**src/rtl/reg_wb_queue.sv**
```systemverilog
// In-order write-back queue feeding the register file write port.
// Define REG_WB_QUEUE_BYPASS_EN to build the youngest-match bypass lookups; otherwise hit outputs read 0.
module reg_wb_queue #(
  parameter int DEPTH  = 4,
  parameter int DATA_W = 32,
  parameter int ADDR_W = 5
) (
  input  logic                      clk,
  input  logic                      rst,
  input  logic                      in_valid,
  output logic                      in_ready,
  input  logic [ADDR_W-1:0]         in_addr,
  input  logic [DATA_W-1:0]         in_data,
  input  logic                      stall,
  output logic [ADDR_W-1:0]         write_w,
  output logic [DATA_W-1:0]         write_data_w,
  output logic                      ctrl_regwrite,
  output logic [$clog2(DEPTH):0]    count,
  output logic                      empty,
  output logic                      full,
  input  logic [ADDR_W-1:0]         lookup1_w,
  input  logic [ADDR_W-1:0]         lookup2_w,
  output logic                      hit1,
  output logic                      hit2,
  output logic [DATA_W-1:0]         hit_data1,
  output logic [DATA_W-1:0]         hit_data2
);

  localparam int PTR_W = $clog2(DEPTH);
  localparam int CNT_W = PTR_W + 1;

  logic [ADDR_W-1:0] addr_mem [DEPTH];
  logic [DATA_W-1:0] data_mem [DEPTH];
  logic [PTR_W-1:0]  wr_ptr;
  logic [PTR_W-1:0]  rd_ptr;
  logic [CNT_W-1:0]  count_q;
  logic              accept;
  logic              push;
  logic              pop;

  assign count    = count_q;
  assign empty    = (count_q == '0);
  assign full     = (count_q == CNT_W'(DEPTH));
  assign in_ready = !full;

  // Writes to register 0 complete the handshake but never occupy a slot.
  assign accept = in_valid && in_ready;
  assign push   = accept && (in_addr != '0);
  assign pop    = ctrl_regwrite;

  assign ctrl_regwrite = !empty && !stall;
  assign write_w       = empty ? '0 : addr_mem[rd_ptr];
  assign write_data_w  = empty ? '0 : data_mem[rd_ptr];

  always_ff @(posedge clk) begin
    if (rst) begin
      wr_ptr  <= '0;
      rd_ptr  <= '0;
      count_q <= '0;
    end else begin
      if (push) wr_ptr <= wr_ptr + 1'b1;
      if (pop)  rd_ptr <= rd_ptr + 1'b1;
      case ({push, pop})
        2'b10:   count_q <= count_q + 1'b1;
        2'b01:   count_q <= count_q - 1'b1;
        default: count_q <= count_q;
      endcase
    end
  end

  always_ff @(posedge clk) begin
    if (!rst && push) begin
      addr_mem[wr_ptr] <= in_addr;
      data_mem[wr_ptr] <= in_data;
    end
  end

`ifdef REG_WB_QUEUE_BYPASS_EN
  // Walk oldest to youngest so the last match found is the youngest one.
  function automatic logic [DATA_W:0] find_youngest(input logic [ADDR_W-1:0] key);
    logic [DATA_W:0] r;
    logic [PTR_W-1:0] idx;
    r = '0;
    for (int i = 0; i < DEPTH; i++) begin
      idx = rd_ptr + PTR_W'(i);
      if ((CNT_W'(i) < count_q) && (key != '0) && (addr_mem[idx] == key))
        r = {1'b1, data_mem[idx]};
    end
    return r;
  endfunction

  always_comb begin
    {hit1, hit_data1} = find_youngest(lookup1_w);
    {hit2, hit_data2} = find_youngest(lookup2_w);
  end
`else
  logic unused_lookup;
  assign unused_lookup = ^{lookup1_w, lookup2_w};
  assign hit1      = 1'b0;
  assign hit2      = 1'b0;
  assign hit_data1 = '0;
  assign hit_data2 = '0;
`endif

endmodule

```
**config.mk**
```make
export PLATFORM = sky130hd
export DESIGN_NAME = reg_wb_queue
export DESIGN_NICKNAME = d
export VERILOG_FILES = /design/src/rtl/reg_wb_queue.sv
export SDC_FILE = /design/constraint.sdc
export NUM_CORES = 1
export LEC_CHECK = 0
export ABC_CLOCK_PERIOD_IN_PS = 4500
export CAP_MARGIN = 5
export CORE_UTILIZATION = 45
export DETAILED_ROUTE_END_ITERATION = 8
export PLACE_DENSITY = 0.77
export SYNTH_ARGS = -nofsm -noshare
export SYNTH_HDL_FRONTEND = slang
export SYNTH_SLANG_ARGS = --single-unit
```
**constraint.sdc**
```tcl
create_clock -name clk -period 4.5 [get_ports clk]
set_input_delay 0.9 -clock clk [delete_from_list [all_inputs] [get_ports clk]]
set_output_delay 0.9 -clock clk [all_outputs]
set_load 0.005 [all_outputs]
```
# Word-level counts from Yosys, hierarchy flattened
# Memories as Yosys holds them, arrays and structs flattened. A register that Yosys moved wholly into a read port is not among the register bits.
# Index checks and enable logic that the tools add are counted.
[totals]
memories = 2
regBits = 7
ramBits = 148
wordCells = 32
[memory_table]
columns = ["name", "words", "word_bits", "rd", "rd_ports_with_merged_regs", "wr", "line", "rtl"]
rows = [
  ["data_mem", 4, 32, 1, 1, 1, "33", "logic [DATA_W-1:0] data_mem [DEPTH];"],
  ["addr_mem", 4, 5, 1, 1, 1, "32", "logic [ADDR_W-1:0] addr_mem [DEPTH];"],
]
[classes]
mux = 9
reduce_logical = 11
add_sub_neg = 4
n_eq_ne = 3
[ops]
columns = ["op", "count"]
rows = [
  ["2-to-1 mux 32 bit", 1],
  ["2-to-1 mux 2 bit", 4],
  ["case mux 3 bit (2 select lines)", 1],
  ["2-to-1 mux 5 bit", 1],
  ["nonzero test 5 bit", 1],
  ["adder 2 x 1 -> 2 bit, second input constant", 2],
  ["logical AND 1 bit", 4],
  ["zero test 1 bit", 4],
  ["adder 3 x 1 -> 3 bit, second input constant", 1],
  ["equality test 3 bit, second input constant", 1],
  ["zero test 3 bit", 1],
  ["subtractor 3 x 1 -> 3 bit, second input constant", 1],
  ["equality test 2 x 1 -> 1 bit, second input constant", 1],
  ["equality test 2 bit, second input constant", 1],
  ["2-to-1 mux 1 bit", 2],
  ["nonzero test 2 bit", 1],
]

# Depth between registers and ports, before layout
# Gate-level depths: netlist of the first run.
[depth]
word_depth = 7
mapped_depth = 9
depth_no_buf = 9

# Worst setup path before layout of the first run
# No wires, ideal clock.
[synth_timing]
path_kind = "input -> register"
start = "in in_addr[3]"
end = "mem addr_mem[1][0], enable pin"
setup_ns = 0.485
t_required_ns = 4.015
path_buffers = 0
setup_slack_ns = -0.029
stages = 4
t_arrival_ns = 4.044
cell_sequence = "or4_1 -> o211a_1 -> inv_1 -> nor3b_1"
[synth_between]
elab_chain_len = 5
[synth_rtl]
columns = ["element", "line", "rtl"]
rows = [
  ["start, declared", "12", "input logic [ADDR_W-1:0] in_addr,"],
  ["nonzero test 5 bit", "48", "assign push = accept && (in_addr != '0);"],
  ["logical AND 1 bit", "48", ""],
  ["logical AND 1 bit", "72", "if (!rst && push) begin"],
  ["2-to-1 mux 1 bit", "72", ""],
  ["2-to-1 mux 1 bit (implied by the code)", "73", "addr_mem[wr_ptr] <= in_addr;"],
  ["end, declared", "32", ""],
]
# Every way passes these cells.

==> summary.md, run 1 <==
| Metric | Value |
|---|---|
| Buffers on Ports | 84 |
| Main combinational cell family by area after synthesis | multiplexers |
| #FFs+latches synth | 157 |
| Least-Margin Pin Slew | 1.03 ns |
| Inserted Diodes | 0 |
| CTS Buffer Depth | 2 |
| Status | completed |
| Max stage delay on crit path | 0.67 ns |
| Syn Area/Cell | 18.5 µm² |
| Leading area contributor after synthesis | edfxtp_1 |
| Synth Area in XOR/XNOR | 0.00267 |
| Worst-path clk slew | 0.06 ns |
| DRC Markers | 0 |
| Post-synthesis simple-gate area fraction | 0.0514 |
| Seq/Total Area, Yosys | 0.704 |
| Post-synthesis mux area share | 0.131 |
| Drt via density | 4.96 |
| Antenna viol nets, final | 0 |
| CTS Hold Bufs | 0 |
| Routed wire length | 10.9 mm |
| Adder-cell share of the synthesized area | 0.0126 |
| Power per Cell Area | 542 nW/µm² |
| Initial core utilization | 0.468 |
| Final min period | 3.49 ns |
| Fillcell total | 1063 |
| Cells along the critical path | buf_12 -> mux4_2 -> nor2b_1 -> clkdlybuf4s50_1 |
| TritonCTS clock tree | done |
| Die Area | 15100 µm² |
| Synth Area in Compound Gates | 0.00800 |
| CP startpoint kind | flop |
| Gate Count Post-Synth | 356 |
| Setup ws final | 1.01 ns |
| Worst-path fanout max | 25 |
| Share of cells above drive strength 1 | 0.173 |
| Number of global-route vias before repair | 3132 |
| Maximum vdd drop | 0.303 mV |
| Vias | 3185 |
| Hold Vio Cnt, Final | 0 |
| Number of library cell types mapped by synthesis | 25 |
| Clk sinks | 157 |
| Area Growth Syn to Fin | 21.1% |
| Largest net degree at the start of global routing | 44 |
| Drt pass-1 iters | 4 |
| Post-CTS resize count | 0 |
| Top cells by area, synth | edfxtp_1 68%, mux4_2 13%, buf_4 8.0%, nor2b_1 3.5%, dfxtp_1 2.7% |
| Unrepaired setup endpoints after global routing | false |
| Die Y | 123 µm |
| Layout Nets | 508 |
| Die Width | 123 µm |
| Critical path arrival | 2.59 ns |
| Worst Path Required | 3.60 ns |
| Worst slack, placed | 0.663 ns |
| Commonest non-fill, non-tap cell in the layout | edfxtp_1 |
| Normalized max-slew margin | 0.316 |
| Kind of critical path | flop to primary output |
| Max_cap viols | 0 |
| Root buf cell | clkbuf_16 |
| Total Routing Usage GR | 0.157 |
| Post-layout util | 0.567 |
| Fin. max-slew vios | 0 |
| Hold crit path type | flop to flop |
| CP max-delay cell | dfxtp_2 |
| Commonest cells after routing, fill and taps aside | 148 x edfxtp_1, 84 x clkdlybuf4s50_1, 66 x conb_1 |
| Netlist Area Pre-Place | 6570 µm² |
| Core Rows | 43 |
| Core area | 14000 µm² |
| DP Wirelength | 6.62 mm |
| P_leak | 2.65 nW |
| Crit. End Element | primary output |
| Num CTS Buffers | 17 |
| Initial antenna violation count | 0 |
| Drt wl/cell | 17.0 µm |
| 1st-iter DRT viols | 141 |
| Clk_lat worst skew | 0.42 ns |
| Congestion Overflow GR | 0 |
| Post-CTS setup buffer count | 0 |
| Final clock skew | 0.00589 ns |
| # H-tree levels | 4 |
| Final period util | 0.776 |
| Routability cong. | 0.731 |
| Boundary Pins | 161 |
| Final setup fails | 0 |
| First-pass GRT wire length | 16.8 mm |
| YS warnings | 0 |
| Top-area cell type share of the netlist area | 0.677 |
| Max Freq | 286 MHz |
==> layout make-up <==
type	instances	area, µm²	area share
Multi-Input combinational cell	177	1620	0.204
Sequential cell	157	4630	0.582
Tap cell	180	225	0.0283
Inverter	8	30.0	0.00377
Timing Repair Buffer	90	898	0.113
Clock buffer	18	429	0.0539
Clock inverter	12	125	0.0157
==> worst paths after layout <==
kind / startpoint / to / slack (ns) / depth (start not counted)
setup reg to reg: count[0]$_SDFFE_PP0P_ / data_mem[1][9]$_DFFE_PP_ / 1.79 / 5
setup / recovery: flop / write_data_w[24] / 1.01 / 4
hold / removal: rd_ptr[1]$_SDFFE_PP0P_ / flop / 0.48 / 2
hold reg to reg: rd_ptr[1]$_SDFFE_PP0P_ / flop / 0.48 / 2
==> cells in the mapped netlist (all sizes together) <==
master  count
a21oi       5
buf        72
clkbuf      7
conb        1
dfxtp       9
edfxtp    148
fa          1
ha          5
inv         8
mux2        1
mux2i       1
mux4       37
nand2b      2
nor2        6
nor2b      37
nor3        1
nor3b       4
o211a       1
o21ai       2
o31ai       1
or3         2
or3b        1
or4         2
xor2        2
==> state kept, by name (all words and copies together), names as in the netlist, named ones only <==
signal,cells
addr_mem,20
data_mem,128
wr_ptr,2
count,3
rd_ptr,2
==> per-layer routing <==
metal	wire (µm)	GRT usage	vias up	part of all wire
met1	4290	0.186	1594	0.39
met4	165	0.0640	0	0.015
met3	845	0.0530	14	0.078
met5	0	0	-	0
met2	5600	0.262	158	0.51
li1	-	-	1419	-
==> through the flow <==
step / hold slack, ns / area, µm² / power [W] / std cells / TNS, ns
6_report: 0.482 / 7960 / 0.00431 / 642 / 0
5_1_grt: 0.502 / 7960 / 0.00451 / 642 / 0
4_1_cts: 0.490 / 7960 / 0.00437 / 642 / 0
3_5_place_dp: 0.482 / 7400 / 0.00303 / 612 / 0
3_3_place_gp: 0.454 / 7400 / 0.00301 / 612 / 0
2_1_floorplan: 0.453 / 6810 / 0.00243 / 421 / -3.14
==> power by group <==
group	switching, W	internal (W)	total [W]
Combinational	0.000503	0.000704	0.00121
Sequential	0.0000794	0.00170	0.00178
Clock	0.000525	0.000803	0.00133
Total	0.00111	0.00320	0.00431
==> cell families (layout without fill, tap and decap cells) <==
logic type      Yosys count  count (layout)
other cells               1              66
fa+ha+maj                 6               6
mux                      39              39
buf+inv                  87             128
compound gates            9               9
flops                   157             157
xor+xnor                  2               2
simple gates             55              55
==> critical path: cells and delay by family, from the launching register on <==
family	cells	cell delay, ns
buf+inv	2	0.77
flops	1	0.67
mux	1	0.54
simple gates	1	0.17
No activity file was read; power rests on OpenSTA's default activity.
==> run 2, diff against run 1 <==
--- a/config.mk
+++ b/config.mk
@@ -5,7 +5,7 @@
 export SDC_FILE = /design/constraint.sdc
 export NUM_CORES = 1
 export LEC_CHECK = 0
-export ABC_CLOCK_PERIOD_IN_PS = 4500
+export ABC_CLOCK_PERIOD_IN_PS = 3000
 export CAP_MARGIN = 5
 export CORE_UTILIZATION = 45
 export DETAILED_ROUTE_END_ITERATION = 8
==> constraint.sdc (replaced) <==
create_clock -name clk -period 3 [get_ports clk]
set_input_delay 0.6 -clock clk [delete_from_list [all_inputs] [get_ports clk]]
set_output_delay 0.6 -clock clk [all_outputs]
set_load 0.005 [all_outputs]
==> run 2 against run 1 <==
Net effect: first-iteration DRC count increased by 48%; register-to-register slack got worse by 1.2 ns; sequential cell count unchanged; routed wire length increased by 6.4%; clock skew increased by 0.00053 ns.
==> summary.md, run 2 (synthesis gave the netlist of run 1 again) <==
| Metric | Value |
|---|---|
| Crit. End Element | primary output |
| Die Area | 15100 µm² (unchanged) |
| Inserted Diodes | 0 (unchanged) |
| Final clock skew | 0.00642 ns (+0.000531 ns) |
| Core area | 14000 µm² (unchanged) |
| Worst-path fanout max | 14 (-44%) |
| Boundary Pins | 161 (unchanged) |
| Unrepaired setup endpoints after global routing | false |
| Root buf cell | clkbuf_16 |
| Commonest non-fill, non-tap cell in the layout | edfxtp_1 |
| Antenna viol nets, final | 0 (unchanged) |
| Commonest cells after routing, fill and taps aside | 148 x edfxtp_1, 84 x clkdlybuf4s50_1, 66 x conb_1 |
| Drt pass-1 iters | 4 (unchanged) |
| 1st-iter DRT viols | 208 (+48%) |
| Area Growth Syn to Fin | 24.3% |
| DRC Markers | 0 (unchanged) |
| Vias | 3229 (+1.4%) |
| Initial antenna violation count | 0 (unchanged) |
| # H-tree levels | 4 (unchanged) |
| Fillcell total | 1050 (-1.2%) |
| Multi-input logic area | 1620 µm² (unchanged) |
| Hold crit path type | flop to flop |
| Setup TNS | 0 ns (unchanged) |
| Clk sinks | 157 (unchanged) |
| Final setup fails | 0 (unchanged) |
| Initial core utilization | 0.468 (unchanged) |
| Crit path capture | write_data_w[22] |
| Hold Vio Cnt, Final | 0 (unchanged) |
| Congestion Overflow GR | 0 (unchanged) |
| RR Endpoint | data_mem[2][11]$_DFFE_PP_ |
| Reg with most FFs | data_mem |
| Power per Cell Area | 820 nW/µm² (+51%) |
| Drt via density | 4.89 (-1.5%) |
| CTS Hold Bufs | 0 (unchanged) |
| CP startpoint kind | flop |
| Kind of critical path | flop to primary output |
| Worst r2r src | count[0]$_SDFFE_PP0P_ |
| Num CTS Buffers | 17 (unchanged) |
| Worst-path clk slew | 0.06 ns (about the same) |
| Setup ws final | 0.162 ns (-0.844 ns) |
| Largest net degree at the start of global routing | 27 (-39%) |
| Sequential cell area | 4630 µm² (about the same) |
| Layout Nets | 525 (+3.3%) |
| Routed wire length | 11.6 mm (+6.4%) |
| Max Freq | 352 MHz |
| Total Routing Usage GR | 0.168 (+0.0110) |
| Placed inst area | 7570 µm² (+2.2%) |
| CTS Buffer Depth | 2 (unchanged) |
| Design Area, Final | 8170 µm² (+2.6%) |
| Core Rows | 43 (unchanged) |
| First-pass GRT wire length | 17.7 mm (+5.6%) |
| TritonCTS clock tree | done |
| Least-Margin Pin Slew | 1.25 ns (+0.219 ns) |
| Die Y | 123 µm (unchanged) |
| Status | completed |
| Buffers on Ports | 84 (unchanged) |
| Max reg flops | 128 (unchanged) |
| Post-CTS setup buffer count | 0 (unchanged) |
| R2R depth | 5 (unchanged) |
| Number of global-route vias before repair | 3343 (+6.7%) |
| Maximum vdd drop | 0.457 mV (+51%) |
| Normalized max-slew margin | 0.166 (-0.150) |
| Die Width | 123 µm (unchanged) |
| Critical path arrival | 2.24 ns (-0.35 ns) |
| R2R setup slack | 0.55 ns (-1.24 ns) |
| Worst slack, placed | -0.201 ns (-0.863 ns) |
| Share of cells above drive strength 1 | 0.202 (+0.0285) |
| Fin. max-slew vios | 0 (unchanged) |
| P_leak | 2.77 nW (+4.9%) |
| Final min period | 2.84 ns |
| Clk_lat worst skew | 0.42 ns (about the same) |
| Worst Path Required | 2.40 ns (-1.20 ns) |
| Max_cap viols | 0 (unchanged) |
| Drt wl/cell | 17.5 µm (+3.3%) |
| Final period util | 0.946 |
| Routability cong. | 0.704 (-3.6%) |
| DP Wirelength | 7.25 mm (+9.5%) |
| Worst Hold Launch | rd_ptr[1]$_SDFFE_PP0P_ |
| Post-CTS resize count | 0 (unchanged) |
run 2: how the worst min path moves through the flow:
stage / cells past startpoint / slack [ns] / end
finish: 2 / 0.49 / flop
floorplan: 2 / 0.45 / flop
CTS: 2 / 0.49 / flop
global placement: 2 / 0.45 / flop
global route: 2 / 0.51 / flop
detailed placement: 2 / 0.48 / flop
run 2: routing by layer:
layer,vias to the layer above,GRT usage,share of wire
li1,1452,-,-
met1,1612,0.196,0.40
met2,152,0.288,0.51
met3,13,0.0548,0.072
met4,0,0.0640,0.010
met5,-,0,0
run 2: layout make-up:
type / instances / share of cell area
Clock buffer: 19 / 0.0530
Inverter: 8 / 0.00368
Sequential cell: 157 / 0.567
Tap cell: 180 / 0.0276
Clock inverter: 13 / 0.0201
Timing Repair Buffer: 107 / 0.130
Multi-Input combinational cell: 177 / 0.199
run 2: critical path, stage by stage, from the launching register on:
cell and delay [ns]:
dfxtp_4 0.46, buf_12 0.21, mux4_2 0.51, nor2b_1 0.16, clkdlybuf4s50_1 0.47
run 2: metrics by stage:
stage / util / hold slack, ns / std cells / power [W]
after global routing: 0.582 / 0.513 / 661 / 0.00703
after detailed placement: 0.539 / 0.480 / 629 / 0.00463
after CTS: 0.581 / 0.488 / 661 / 0.00679
after global placement: 0.539 / 0.452 / 629 / 0.00461
final: 0.582 / 0.485 / 661 / 0.00670
after floorplan: - / 0.453 / 421 / 0.00364
run 2: power breakdown:
part / switching (W) / internal (W)
Clock: 0.000828 / 0.00131
Sequential: 0.0000876 / 0.00254
Combinational: 0.000802 / 0.00112
Total: 0.00172 / 0.00498
